**src/rtl/modet_pkg.sv**
```systemverilog
// Shared constants and types for the motion-detection write path.
package modet_pkg;

    // Default byte geometry of the pixel stream (B,G,R bytes per word).
    localparam int BYTE_WIDTH     = 8;
    localparam int BYTES_PER_WORD = 3;

    // Default frame size in words (one word per pixel).
    localparam int NUM_WORDS      = 720 * 540;

    // Writer FSM: gathering bytes, or holding a finished word for the FIFO.
    typedef enum logic {
        S_FILL  = 1'b0,
        S_WRITE = 1'b1
    } writer_state_t;

endpackage : modet_pkg

```
**src/rtl/pixel_fifo_writer.sv**
```systemverilog
// Write-side producer for the motion-detection dual-clock FIFO.
// Packs BYTES_PER_WORD input bytes (first byte in the LSBs) into one word,
// pushes it into the FIFO while honouring fifo_full, counts words per frame
// and pulses frame_done for one cycle after the last word of each frame.
module pixel_fifo_writer #(
    parameter int BYTE_WIDTH     = modet_pkg::BYTE_WIDTH,
    parameter int BYTES_PER_WORD = modet_pkg::BYTES_PER_WORD,
    parameter int NUM_WORDS      = modet_pkg::NUM_WORDS,
    localparam int WORD_WIDTH    = BYTE_WIDTH * BYTES_PER_WORD,
    localparam int CNT_W         = $clog2(NUM_WORDS)
) (
    input  logic                  wr_clk,
    input  logic                  reset,
    input  logic                  in_valid,
    input  logic [BYTE_WIDTH-1:0] in_data,
    output logic                  in_ready,
    input  logic                  fifo_full,
    output logic                  fifo_wr_en,
    output logic [WORD_WIDTH-1:0] fifo_din,
    output logic [CNT_W-1:0]      word_count,
    output logic                  frame_done
);

    import modet_pkg::*;

    localparam int IDX_W = (BYTES_PER_WORD > 1) ? $clog2(BYTES_PER_WORD) : 1;
    localparam logic [IDX_W-1:0] LAST_IDX  = IDX_W'(BYTES_PER_WORD - 1);
    localparam logic [CNT_W-1:0] LAST_WORD = CNT_W'(NUM_WORDS - 1);

    writer_state_t         state_q;
    logic [IDX_W-1:0]      byte_idx_q, byte_idx_d;
    logic [WORD_WIDTH-1:0] pack_q, pack_d;
    logic [WORD_WIDTH-1:0] din_q;
    logic [CNT_W-1:0]      word_count_q, word_count_d;
    logic                  frame_done_q;

    logic accept;
    logic last_byte;
    logic write_fire;

    // Handshake: bytes are only taken while a word is being gathered.
    assign in_ready   = (state_q == S_FILL);
    assign accept     = in_valid && in_ready;
    assign last_byte  = accept && (byte_idx_q == LAST_IDX);

    // Write goes out combinationally so a freed-up FIFO is used the same cycle.
    assign write_fire = (state_q == S_WRITE) && !fifo_full;
    assign fifo_wr_en = write_fire;

    assign fifo_din   = din_q;
    assign word_count = word_count_q;
    assign frame_done = frame_done_q;

    // Each byte lane takes the incoming byte only when it is the lane being filled.
    for (genvar gi = 0; gi < BYTES_PER_WORD; gi++) begin : g_lane
        assign pack_d[gi*BYTE_WIDTH +: BYTE_WIDTH] =
            (accept && (byte_idx_q == IDX_W'(gi))) ? in_data
                                                   : pack_q[gi*BYTE_WIDTH +: BYTE_WIDTH];
    end

    // Lane pointer: advance per accepted byte, wrap after the last lane.
    always_comb begin
        byte_idx_d = byte_idx_q;
        if (last_byte) begin
            byte_idx_d = '0;
        end else if (accept) begin
            byte_idx_d = byte_idx_q + IDX_W'(1);
        end
    end

    // Frame word counter wraps at the end of each frame.
    always_comb begin
        word_count_d = word_count_q;
        if (write_fire) begin
            word_count_d = (word_count_q == LAST_WORD) ? '0 : word_count_q + CNT_W'(1);
        end
    end

    // Packing register and lane pointer.
    always_ff @(posedge wr_clk or posedge reset) begin
        if (reset) begin
            pack_q     <= '0;
            byte_idx_q <= '0;
        end else begin
            pack_q     <= pack_d;
            byte_idx_q <= byte_idx_d;
        end
    end

    // Writer FSM: latch the completed word, then hold it until the FIFO takes it.
    always_ff @(posedge wr_clk or posedge reset) begin
        if (reset) begin
            state_q <= S_FILL;
            din_q   <= '0;
        end else begin
            case (state_q)
                S_FILL: begin
                    if (last_byte) begin
                        state_q <= S_WRITE;
                        din_q   <= pack_d;
                    end
                end
                S_WRITE: begin
                    if (write_fire) begin
                        state_q <= S_FILL;
                    end
                end
                default: state_q <= S_FILL;
            endcase
        end
    end

    // Word count and the one-cycle end-of-frame pulse.
    always_ff @(posedge wr_clk or posedge reset) begin
        if (reset) begin
            word_count_q <= '0;
            frame_done_q <= 1'b0;
        end else begin
            word_count_q <= word_count_d;
            frame_done_q <= write_fire && (word_count_q == LAST_WORD);
        end
    end

    // Writing into a full FIFO would silently drop a pixel.
    a_no_write_when_full: assert property (
        @(posedge wr_clk) disable iff (reset) !(fifo_wr_en && fifo_full)
    );

endmodule : pixel_fifo_writer

```
**config.mk**
```make
export PLATFORM = sky130hd
export DESIGN_NAME = pixel_fifo_writer
export DESIGN_NICKNAME = d
export VERILOG_FILES = /design/src/rtl/modet_pkg.sv /design/src/rtl/pixel_fifo_writer.sv
export SDC_FILE = /design/constraint.sdc
export NUM_CORES = 1
export LEC_CHECK = 0
export ABC_AREA = 1
export CAP_MARGIN = 20
export CORE_MARGIN = 2
export CORE_UTILIZATION = 51
export DETAILED_ROUTE_END_ITERATION = 16
export PLACE_DENSITY = 0.76
export SLEW_MARGIN = 20
export SYNTH_ARGS = -nofsm -noshare
export SYNTH_HDL_FRONTEND = slang
export SYNTH_SLANG_ARGS = --single-unit
export TNS_END_PERCENT = 5
```
**constraint.sdc**
```tcl
create_clock -name wr_clk -period 2.5 [get_ports wr_clk]
set_clock_uncertainty 0.1 [all_clocks]
set_input_delay 0.5 -clock wr_clk [delete_from_list [all_inputs] [get_ports wr_clk]]
set_output_delay 0.5 -clock wr_clk [all_outputs]
set_load 0.005 [all_outputs]
```
==> summary.txt <==
Sw frac: 29.9%
Min-delay worst type: input pin to asynchronous set/reset pin
P&R area growth vs syn: 30.4%
Post_cts resized: 0
Final min period: 2.19 ns
Die Y: 79.2 µm
Setup Fix Bufs, Post-CTS: 0
Max Fclk: 456 MHz
Initial antenna violation count: 0
Die area: 6280 µm²
I/O Buffers: 57
Critical path launch point type: input pin
Pwr per Cell Area: 972 nW/µm²
Gr ovfl total: 0
Slew Limit Fails: 0
Combinational fraction of design power: 29.0%
Period utilization: 87.8%
Fin. Hold Viols: 0
First-pass GRT wire length: 11100 µm
RSZ-0062 raised after global routing: false
Vias in the first global route: 2382
# H-tree levels: 3
Synthesized area: 2890 µm²
Post-synthesis mux area share: 0%
Maximum vdd drop: 630 µV
Simple-gate share of the synthesized area: 31.8%
Crit-path max FO: 2
CTS tree: done
Setup_tns: 0 ns
Worst-Skew Late Latency: 0.34 ns
Synthesized Nets: 375
Setup violation total in the final timing report: 0
Crit Path Class: input pin to output port
Vias per inst: 5.08
Least-Margin Pin Slew: 0.526 ns
Max-Cap Viols: 0
Rows: 27
Post-DP HPWL: 4600 µm
Final cell count without fillers: 502
Worst-path clk slew: 0.07 ns
Routability-driven placement congestion ratio: 0.914
Crit. End Element: output port
Starting Density: 52.7%
Status: completed
Die X: 79.2 µm
Library cells used by synthesis: 27
Nets@finish: 439
Largest family of logic cells by synthesized area: simple AND/OR/NAND/NOR gates
Antenna cells: 0
Register share of total power: 43.1%
Most common cell after layout, fill and taps aside: nand2_1
Data required, critical path: 1.90 ns
Number of buffers on the longest clock path: 2
Post-synthesis cell count: 362
CTS buffer count: 9
Core area: 5470 µm²
Rel. slew slack: 64.8%
Avg WL per Cell: 13.1 µm
Iter 0 DRT Violations: 182
Routed vias: 2550
Compound-Gate Fraction of Synth Area: 4.77%
DRC viols: 0
Placed Cells: 487
TritonRoute pass-1 iters: 5
RR Startpoint: word_count[0]
Crit path DAT: 1.59 ns
Final ANT Viol Nets: 0
NetSw: 1090 µW
Clock power frac: 27.9%
IO Pins: 58
Commonest cells after routing, fill and taps aside: 140 x nand2_1, 63 x dfrtp_1, 57 x clkdlybuf4s50_1
Clock sink count: 63
Power, Total: 3660 µW
Mean post-synth cell area: 7.97 µm²
Adder-cell share of the synthesized area: 0.433%
Detailed Route WL: 6560 µm
Layout cell share with drive strength beyond 1: 7.21%
Synth Register Bits: 63
Largest net degree at the start of global routing: 36
Leak: 0.00202 µW
Root buf cell: clkbuf_8
CTS Hold Bufs: 0
Register area share after synthesis: 54.6%
Syn. warnings: 0
Xor and xnor fraction of the mapped netlist area: 0.910%
Int Power: 2570 µW
GRT Util Overall: 23.0%
Critical path origin: fifo_full
[flip-flops by register name (all words and copies together), names as in the netlist]
name	count
pack_q	16
frame_done	1
byte_idx_q	2
state_q	1
fifo_din	24
word_count	19
[cell families (layout without fill, tap and decap cells)]
group           count (synthesis)  count (layout)
simple gates                  217             217
buf+inv                        51             119
fa+ha+maj                       1               1
xor+xnor                        3               3
compound gates                 27              27
flops                          63              63
[per-layer routing]
metal	global-route usage [%]	wire (µm)
met5	0	0
met1	34.1	3170
met2	32.7	2920
met4	10.3	85
met3	4.32	388
[synthesized netlist by cell type, drive strengths merged]
library cell  instances  area (µm²)
nand3                17         103
xor2                  2        17.5
nor3                  5        25.0
nor3b                 1        7.51
or2                   1        6.26
xnor2                 1        8.76
inv                  43         161
dfrtp                63        1580
o21bai                1        7.51
a21oi                 4        20.0
nor2                 44         193
nand4                 7        43.8
ha                    1        12.5
o21ai                22         110
nand3b                1        7.51
buf                   7        50.1
nand2               141         532
clkbuf                1        5.00
[power by group through the flow]
stage          sequential, µW  combinational (µW)  clock [µW]
2_1_floorplan            1570                 517           0
3_3_place_gp             1580                1040           0
3_5_place_dp             1580                1070           0
4_1_cts                  1580                1080        1030
5_1_grt                  1620                1200        1070
6_report                 1580                1060        1020
[final cells by class]
class	instances	area, µm²
Fill cell	458	1710
Sequential cell	63	1580
Multi-Input combinational cell	248	1090
Timing Repair Buffer	61	613
Clock buffer	12	165
Inverter	43	161
Tap cell	72	90.1
Clock inverter	3	65.1
[critical path: stages]
cell and delay (ns):
clkdlybuf4s50_1 0.47, nor2_4 0.13, clkdlybuf4s50_1 0.50
[stage by stage]
| stage | worst slack [ns] | area, µm² | util [%] | hold slack [ns] |
|---|---|---|---|---|
| after floorplan | 0.330 | 2890 | - | 0.342 |
| after global placement | 0.325 | 3530 | 64.6 | 0.362 |
| after detailed placement | 0.300 | 3530 | 64.6 | 0.365 |
| after CTS | 0.295 | 3760 | 68.8 | 0.378 |
| after global routing | 0.259 | 3760 | 68.8 | 0.401 |
| final | 0.305 | 3760 | 68.8 | 0.376 |
[worst paths after layout]
kind / cells after the start / slack, ns / endpoint
min reg2reg: 2 / 0.38 / fifo_din[3]
min: 2 / 0.38 / word_count[9]
min in group wr_clk: 2 / 0.38 / fifo_din[3]
max: 3 / 0.31 / fifo_wr_en
max in group asynchronous: 3 / 1.40 / pack_q[0]
max reg2reg: 6 / 0.79 / word_count[16]
Note: power is estimated with default switching activity, not from simulation.
